--- config.mk ---
export PLATFORM = sky130hd
export DESIGN_NAME = ps2_rx_fifo_flat
export DESIGN_NICKNAME = d
export VERILOG_FILES = /design/src/rtl/ps2_rx_fifo_if.sv /design/src/rtl/ps2_rx_fifo.sv /design/src/flat_wrapper.sv
export SDC_FILE = /design/constraint.sdc
export NUM_CORES = 1
export LEC_CHECK = 0
export CORE_MARGIN = 2
export CORE_UTILIZATION = 35
export CTS_BUF_LIST = sky130_fd_sc_hd__clkbuf_8
export CTS_CLUSTER_DIAMETER = 100
export DETAILED_ROUTE_END_ITERATION = 7
export SETUP_SLACK_MARGIN = 0.4
export SYNTH_ARGS = -nofsm -noshare
export SYNTH_HDL_FRONTEND = slang
export SYNTH_SLANG_ARGS = --single-unit
--- constraint.sdc ---
create_clock -name clk -period 4.4 [get_ports clk]
set_input_delay 0.88 -clock clk [delete_from_list [all_inputs] [get_ports clk]]
set_output_delay 0.88 -clock clk [all_outputs]
set_load 0.005 [all_outputs]
--- src/rtl/ps2_rx_fifo_if.sv ---
// ps2_rx_fifo_if: receive-side stream from the PS/2 receiver to the decoder.
//   data_out    byte at the FIFO head (first-word fall-through)
//   data_valid  FIFO not empty
//   data_ready  consumer accepts data_out this cycle
//   fifo_count  frames currently buffered
//   err_stb     one-cycle error strobe
//   err_code    0 parity, 1 framing, 2 timeout, 3 overflow (valid with err_stb)
// master = receiver side, slave = consumer side.
interface ps2_rx_fifo_if #(
  parameter int CNT_W = 3
);
  logic [7:0]       data_out;
  logic             data_valid;
  logic             data_ready;
  logic [CNT_W-1:0] fifo_count;
  logic             err_stb;
  logic [1:0]       err_code;

  modport master (
    output data_out, data_valid, fifo_count, err_stb, err_code,
    input  data_ready
  );

  modport slave (
    input  data_out, data_valid, fifo_count, err_stb, err_code,
    output data_ready
  );
endinterface

--- src/rtl/ps2_rx_fifo.sv ---
// ps2_rx_fifo: PS/2 device-to-host receiver with glitch filter, odd-parity and
// stop-bit checks, inter-edge timeout and a FIFO of received scan codes.
//   clk       system clock
//   rst       asynchronous active-low reset
//   ps2_clk   raw PS/2 clock pin (asynchronous)
//   ps2_data  raw PS/2 data pin (asynchronous)
//   rx        master side of ps2_rx_fifo_if (FIFO head, handshake, errors)
//
// state    | meaning
// ---------+-----------------------------------------------------------
// S_IDLE   | waiting for a start bit (data 0 on a strike)
// S_DATA   | shifting in 8 data bits, LSB first
// S_PARITY | capturing the parity bit
// S_STOP   | checking stop bit and parity, pushing the byte if good
module ps2_rx_fifo #(
  parameter int CLK_HZ        = 100_000_000,
  parameter int TIMEOUT_TICKS = CLK_HZ / 8000,
  parameter int FILTER_LEN    = 8,
  parameter int FIFO_DEPTH    = 4,
  parameter int CNT_W         = $clog2(FIFO_DEPTH + 1)
) (
  input  logic clk,
  input  logic rst,
  input  logic ps2_clk,
  input  logic ps2_data,
  ps2_rx_fifo_if.master rx
);

  localparam int FLT_W = (FILTER_LEN > 2) ? $clog2(FILTER_LEN) : 1;
  localparam int TO_W  = (TIMEOUT_TICKS > 2) ? $clog2(TIMEOUT_TICKS) : 1;
  localparam int PTR_W = $clog2(FIFO_DEPTH);

  localparam logic [FLT_W-1:0] FLT_LAST = FLT_W'(FILTER_LEN - 1);
  localparam logic [TO_W-1:0]  TO_LAST  = TO_W'(TIMEOUT_TICKS - 1);
  localparam logic [CNT_W-1:0] CNT_FULL = CNT_W'(FIFO_DEPTH);

  typedef enum logic [1:0] {
    S_IDLE,
    S_DATA,
    S_PARITY,
    S_STOP
  } state_t;

  // ---------------------------------------------------------------- input sync
  logic [1:0] clk_sync;
  logic [1:0] dat_sync;
  logic       clk_s;
  logic       dat_s;

  always_ff @(posedge clk or negedge rst) begin
    if (!rst) begin
      clk_sync <= 2'b11;
      dat_sync <= 2'b11;
    end else begin
      clk_sync <= {clk_sync[0], ps2_clk};
      dat_sync <= {dat_sync[0], ps2_data};
    end
  end

  assign clk_s = clk_sync[1];
  assign dat_s = dat_sync[1];

  // ------------------------------------------------------------ glitch filter
  // The filtered clock only follows the synced pin once it has disagreed for
  // FILTER_LEN consecutive samples; any agreeing sample restarts the count.
  logic             filt;
  logic             filt_prev;
  logic [FLT_W-1:0] flt_cnt;
  logic             strike;

  always_ff @(posedge clk or negedge rst) begin
    if (!rst) begin
      filt      <= 1'b1;
      filt_prev <= 1'b1;
      flt_cnt   <= '0;
    end else begin
      filt_prev <= filt;
      if (clk_s == filt) begin
        flt_cnt <= '0;
      end else if (flt_cnt == FLT_LAST) begin
        filt    <= clk_s;
        flt_cnt <= '0;
      end else begin
        flt_cnt <= flt_cnt + 1'b1;
      end
    end
  end

  assign strike = filt_prev & ~filt;

  // --------------------------------------------------------------------- FSM
  state_t          state;
  state_t          state_nxt;
  logic [2:0]      bit_cnt;
  logic [7:0]      shift_reg;
  logic            parity_bit;
  logic [TO_W-1:0] to_cnt;

  logic start;
  logic shift_en;
  logic par_en;
  logic frame_good;
  logic frame_perr;
  logic frame_ferr;
  logic tmo;

  always_ff @(posedge clk or negedge rst) begin
    if (!rst) state <= S_IDLE;
    else      state <= state_nxt;
  end

  always_comb begin
    state_nxt  = state;
    start      = 1'b0;
    shift_en   = 1'b0;
    par_en     = 1'b0;
    frame_good = 1'b0;
    frame_perr = 1'b0;
    frame_ferr = 1'b0;
    tmo        = 1'b0;
    case (state)
      S_IDLE: begin
        if (strike && !dat_s) begin
          start     = 1'b1;
          state_nxt = S_DATA;
        end
      end
      S_DATA: begin
        if (strike) begin
          shift_en = 1'b1;
          if (bit_cnt == 3'd7) state_nxt = S_PARITY;
        end
      end
      S_PARITY: begin
        if (strike) begin
          par_en    = 1'b1;
          state_nxt = S_STOP;
        end
      end
      S_STOP: begin
        if (strike) begin
          state_nxt = S_IDLE;
          // Framing takes precedence so a frame reports at most one error.
          if (!dat_s)                         frame_ferr = 1'b1;
          else if (!(^{shift_reg, parity_bit})) frame_perr = 1'b1;
          else                                frame_good = 1'b1;
        end
      end
      default: state_nxt = S_IDLE;
    endcase
    if (state != S_IDLE && !strike && to_cnt == TO_LAST) begin
      tmo       = 1'b1;
      state_nxt = S_IDLE;
    end
  end

  always_ff @(posedge clk or negedge rst) begin
    if (!rst) begin
      bit_cnt    <= '0;
      shift_reg  <= '0;
      parity_bit <= 1'b0;
      to_cnt     <= '0;
    end else begin
      if (start) begin
        bit_cnt   <= '0;
        shift_reg <= '0;
      end
      if (shift_en) begin
        shift_reg <= {dat_s, shift_reg[7:1]};
        bit_cnt   <= bit_cnt + 1'b1;
      end
      if (par_en) parity_bit <= dat_s;
      if (state == S_IDLE || strike || tmo) to_cnt <= '0;
      else                                  to_cnt <= to_cnt + 1'b1;
    end
  end

  // -------------------------------------------------------------------- FIFO
  // The good-frame decision is registered, so the write lands one cycle
  // after the stop-bit strike.
  logic             push_req;
  logic [7:0]       push_data;
  logic [7:0]       mem [FIFO_DEPTH];
  logic [PTR_W-1:0] wr_ptr;
  logic [PTR_W-1:0] rd_ptr;
  logic [CNT_W-1:0] count;
  logic             full;
  logic             pop;
  logic             push_ok;
  logic             ovf;

  assign full    = (count == CNT_FULL);
  assign pop     = (count != '0) && rx.data_ready;
  assign push_ok = push_req && (!full || pop);
  assign ovf     = push_req && full && !pop;

  always_ff @(posedge clk or negedge rst) begin
    if (!rst) begin
      push_req  <= 1'b0;
      push_data <= '0;
    end else begin
      push_req  <= frame_good;
      push_data <= shift_reg;
    end
  end

  always_ff @(posedge clk or negedge rst) begin
    if (!rst) begin
      for (int i = 0; i < FIFO_DEPTH; i++) mem[i] <= '0;
      wr_ptr <= '0;
      rd_ptr <= '0;
      count  <= '0;
    end else begin
      if (push_ok) begin
        mem[wr_ptr] <= push_data;
        wr_ptr      <= wr_ptr + 1'b1;
      end
      if (pop) rd_ptr <= rd_ptr + 1'b1;
      case ({push_ok, pop})
        2'b10:   count <= count + 1'b1;
        2'b01:   count <= count - 1'b1;
        default: count <= count;
      endcase
    end
  end

  // ------------------------------------------------------------------ errors
  logic       err_stb_q;
  logic [1:0] err_code_q;

  always_ff @(posedge clk or negedge rst) begin
    if (!rst) begin
      err_stb_q  <= 1'b0;
      err_code_q <= 2'd0;
    end else begin
      err_stb_q <= ovf | frame_ferr | frame_perr | tmo;
      if (ovf)             err_code_q <= 2'd3;
      else if (frame_ferr) err_code_q <= 2'd1;
      else if (frame_perr) err_code_q <= 2'd0;
      else if (tmo)        err_code_q <= 2'd2;
    end
  end

  assign rx.data_out   = mem[rd_ptr];
  assign rx.data_valid = (count != '0);
  assign rx.fifo_count = count;
  assign rx.err_stb    = err_stb_q;
  assign rx.err_code   = err_code_q;

endmodule

--- src/flat_wrapper.sv ---
// flat-port wrapper written by rule: the top's interface ports become plain ports
module ps2_rx_fifo_flat 
#(
  parameter int CLK_HZ        = 100_000_000,
  parameter int TIMEOUT_TICKS = CLK_HZ / 8000,
  parameter int FILTER_LEN    = 8,
  parameter int FIFO_DEPTH    = 4,
  parameter int CNT_W         = $clog2(FIFO_DEPTH + 1)
)
  (clk, rst, ps2_clk, ps2_data, rx_data_out, rx_data_valid, rx_fifo_count, rx_err_stb, rx_err_code, rx_data_ready);
  ps2_rx_fifo_if #(.CNT_W(CNT_W)) rx_i ();
  input  logic clk;
  input  logic rst;
  input  logic ps2_clk;
  input  logic ps2_data;
  output wire logic [$bits(rx_i.data_out)-1:0] rx_data_out;
  output wire logic [$bits(rx_i.data_valid)-1:0] rx_data_valid;
  output wire logic [$bits(rx_i.fifo_count)-1:0] rx_fifo_count;
  output wire logic [$bits(rx_i.err_stb)-1:0] rx_err_stb;
  output wire logic [$bits(rx_i.err_code)-1:0] rx_err_code;
  input wire logic [$bits(rx_i.data_ready)-1:0] rx_data_ready;
  assign rx_data_out = rx_i.data_out;
  assign rx_data_valid = rx_i.data_valid;
  assign rx_fifo_count = rx_i.fifo_count;
  assign rx_err_stb = rx_i.err_stb;
  assign rx_err_code = rx_i.err_code;
  assign rx_i.data_ready = rx_data_ready;
  ps2_rx_fifo #(.CLK_HZ(CLK_HZ), .TIMEOUT_TICKS(TIMEOUT_TICKS), .FILTER_LEN(FILTER_LEN), .FIFO_DEPTH(FIFO_DEPTH), .CNT_W(CNT_W)) u_core (.clk(clk), .rst(rst), .ps2_clk(ps2_clk), .ps2_data(ps2_data), .rx(rx_i));
endmodule
==> impl_metrics.env <==
export IMPL_result_of_the_run="finished, final reports clean"
export IMPL_rd_place_congestion=0.764
export IMPL_power_per_cell_area_nw_per_um2=414
export IMPL_rsz0062_at_grt="no"
export IMPL_numCtsBuffers=9
export IMPL_final_critical_path_required_period_ns=3.02
export IMPL_ant_nets=0
export IMPL_ioPinCount=20
export IMPL_synth_ff_latch_count=88
export IMPL_drt_drc_violations_left=0
export IMPL_cp_endpoint="rx_data_out[7]"
export IMPL_clock_sinks=88
export IMPL_ctsRootBufferMaster="clkbuf_8"
export IMPL_largest_register_ff_count=32
export IMPL_floorplan_die_area_um2=11700
export IMPL_synth_avg_cell_area_um2=13.3
export IMPL_pre_cts_ws_ns=1.40
export IMPL_worst_slack_ns=1.38
export IMPL_postCtsHoldBufs=0
export IMPL_synth_net_count=306
export IMPL_worst_path_max_delay_cell="dfrtp_1"
export IMPL_layout_cell_area_non_filler_um2=4350
export IMPL_detailed_place_area_um2=4150
export IMPL_drv_max_cap_violation_count=0
export IMPL_clk_transition_reported_paths_ns=0.08
export IMPL_setup_worst_path_class="reg -> out"
export IMPL_dp_hpwl_um=4230
export IMPL_port_buffers=19
export IMPL_rrSetupSlack_ns=2.24
export IMPL_setup_viol=0
export IMPL_drt_wl_total_um=6180
export IMPL_first_pass_grt_wire_length_um=10700
export IMPL_pwr_share_clk=0.311
export IMPL_irDropWorstVdd_uv=199
export IMPL_tns_ns=0
export IMPL_ys_warn_count=0
export IMPL_crit_path_max_fanout=10
export IMPL_critPathCaptureType="output pin"
export IMPL_wire_per_inst_um=13.6
export IMPL_critPathBufInv=1
export IMPL_power_switching_fraction=0.288
export IMPL_power_leakage_nw=2.08
export IMPL_worstPathArrival_ns=2.14
export IMPL_worst_r2r_path_cells=5
export IMPL_ys_seq_area_frac=0.581
export IMPL_largest_register="u_core.mem"
export IMPL_die_w_um=108
export IMPL_r2r_end="u_core.bit_cnt[0]$_DFFE_PN0P_"
export IMPL_number_of_antenna_violations_at_the_first_check_in_global_routing=0
export IMPL_path_cells="mux4_2 -> clkdlybuf4s50_1"
export IMPL_slew_viol_final=0
export IMPL_relSlewSlack=0.185
export IMPL_groute_usage_overall=0.119
export IMPL_floorplan_initialDensity=0.356
export IMPL_hp_class="reg -> reg"
export IMPL_path_delay_family="flip-flops"
export IMPL_maximum_frequency_from_static_timing_analysis_mhz=332
export IMPL_post_synthesis_cells=286
export IMPL_post_cts_repair_setup_buffers=0
export IMPL_grt_overflow_total=0
export IMPL_rr_startpoint="u_core.state[0]$_DFFE_PN0P_"
export IMPL_worstSetupStartpoint="u_core.rd_ptr[0]$_DFFE_PN0P_"
export IMPL_detail_route_vias_per_cell=4.75
export IMPL_power_frac_comb=0.167
export IMPL_worstPathRequired_ns=3.52
export IMPL_placeable_area_um2=10700
export IMPL_worst_clock_skew_ns=0.0118
export IMPL_layout_top_registers="u_core.mem (32), u_core.to_cnt (14)"
export IMPL_report_final_hold_viol_count=0
export IMPL_antennaDiodeCount=0
export IMPL_area_growth_pct=14.3
export IMPL_synthesized_area_um2=3800
export IMPL_final_nets=330
export IMPL_number_of_drc_markers_after_the_initial_detailed_route_iteration=68
export IMPL_route_vias_total=2160
export IMPL_layout_worst_path_cycle_share=0.686
export IMPL_hold_path_stages=0
export IMPL_synth_cell_type_count=36
export IMPL_intPower_mw=1.28
export IMPL_cts_root_to_sink_buffers=2
export IMPL_layout_cell_share_with_drive_strength_beyond_1=0.114
export IMPL_clk_latency_ns=0.35
export IMPL_n_fill_cell=1017
export IMPL_finalCoreUtilization=0.406
export IMPL_design_power_total_mw=1.80
export IMPL_timing_critical_path_depth=2
export IMPL_tritoncts_clock_tree="built"
export IMPL_max_slew_worst_pin_slew_ns=1.21
export IMPL_worst_path_largest_cell_delay_ns=0.72
export IMPL_placementRows=38
export IMPL_power_frac_seq=0.522
export IMPL_post_cts_resized_instances=0
export IMPL_die_height_um=108
export IMPL_grt_max_degree=62
export IMPL_startpoint_class="flop"
export IMPL_ctsHtreeMaxLevel=3
export IMPL_grt_pass1_vias=2222
export IMPL_netSwitchingPower_mw=0.518
export IMPL_first_pass_iters=4
==> synth_stat cells <==
master	n	area share
a211o_1	1	0.0023
a21oi_1	1	0.0013
a221oi_1	1	0.0023
a22o_1	10	0.023
and2_1	6	0.0099
and3_1	3	0.0049
buf_1	1	0.00099
buf_2	2	0.0026
clkbuf_1	4	0.0039
dfrtp_1	82	0.54
dfstp_2	6	0.041
fa_1	1	0.0053
ha_1	14	0.046
inv_1	9	0.0089
inv_2	1	0.00099
mux2_1	32	0.095
mux2_2	3	0.0089
mux4_2	8	0.047
nand2_1	18	0.018
nand2b_1	2	0.0033
nand3_1	7	0.0092
nand4_1	3	0.0049
nor2_1	24	0.024
nor2b_1	3	0.0049
nor3_1	3	0.0039
nor3b_1	1	0.0020
nor4_1	1	0.0016
nor4b_1	2	0.0046
o211ai_1	1	0.0020
o21a_1	1	0.0020
o21ai_0	3	0.0039
o21ai_1	5	0.0066
or3_1	1	0.0016
xnor2_1	11	0.025
xnor3_1	1	0.0059
xor2_1	14	0.032
==> logic make-up after synthesis <==
logic type / share of synthesized area
DFF: 0.581
and+or+nand+nor: 0.0924
muxes: 0.151
xor gates and xnor gates: 0.0635
AOI/OAI and AO/OA: 0.0434
buffers and inverters: 0.0174
adders and majority gates: 0.0513
==> worst min-delay path by stage <==
stage / start / to / slack, ns
6_report: u_core.clk_sync[0]$_DFF_PN1_ / u_core.clk_sync[1]$_DFF_PN1_ / 0.36
5_1_grt: u_core.clk_sync[0]$_DFF_PN1_ / u_core.clk_sync[1]$_DFF_PN1_ / 0.37
4_1_cts: u_core.clk_sync[0]$_DFF_PN1_ / u_core.clk_sync[1]$_DFF_PN1_ / 0.36
3_5_place_dp: u_core.clk_sync[0]$_DFF_PN1_ / u_core.clk_sync[1]$_DFF_PN1_ / 0.35
3_3_place_gp: u_core.clk_sync[0]$_DFF_PN1_ / u_core.clk_sync[1]$_DFF_PN1_ / 0.35
2_1_floorplan: u_core.clk_sync[0]$_DFF_PN1_ / u_core.clk_sync[1]$_DFF_PN1_ / 0.35
==> routing by layer <==
layer / vias to the layer above / GRT usage / wire [um]
met3: 5 / 0.0386 / 205
met1: 1094 / 0.157 / 3010
met5: - / 0 / 0
met2: 24 / 0.188 / 2900
met4: 0 / 0.0330 / 68
li1: 1037 / - / -
==> metrics by stage <==
step / cells / hold WS, ns
global route: 455 / 0.365
finish: 455 / 0.359
CTS: 455 / 0.361
floorplan: 286 / 0.345
detailed placement: 439 / 0.348
global placement: 439 / 0.348
==> area by class of cell <==
cell class                      count  area (um^2)  area share
Clock buffer                        9          124      0.0285
Sequential cell                    88         2210       0.508
Inverter                           10         37.5     0.00864
Clock inverter                      7         77.6      0.0178
Timing Repair Buffer               20          195      0.0449
Tap cell                          140          175      0.0403
Multi-Input combinational cell    181         1530       0.351
==> power by group through the flow <==
stage	logic [mW]	clock network (mW)	registers (mW)
finish	0.301	0.558	0.939
floorplan	0.239	0	0.929
global placement	0.298	0	0.955
CTS	0.307	0.583	0.941
detailed placement	0.304	0	0.957
global route	0.349	0.618	0.950
==> worst reg2reg max path: stages (launching register included) <==
cell and delay, ns:
dfrtp_1 0.38, inv_1 0.08, ha_1 0.25, nor2b_1 0.14
o21ai_0 0.93, mux2_2 0.32
==> cells in the final DEF (no fill, tap or decap), types with 3 or more instances in the layout <==
cell type        synthesis  final
inv_1                    9      9
clkdlybuf4s50_1          0     18
nor2b_1                  3      3
mux2_2                   3      3
xnor2_1                 11     11
clkbuf_8                 0      9
mux2_1                  32     32
and2_1                   6      6
nand3_1                  7      7
nand4_1                  3      3
dfstp_2                  6      6
xor2_1                  14     14
nor3_1                   3      3
dfrtp_1                 82     82
nand2_1                 18     18
ha_1                    14     14
o21ai_1                  5      5
a22o_1                  10     10
mux4_2                   8      8
and3_1                   3      3
nor2_1                  24     24
o21ai_0                  3      3
(Power assumes the default switching activity.)
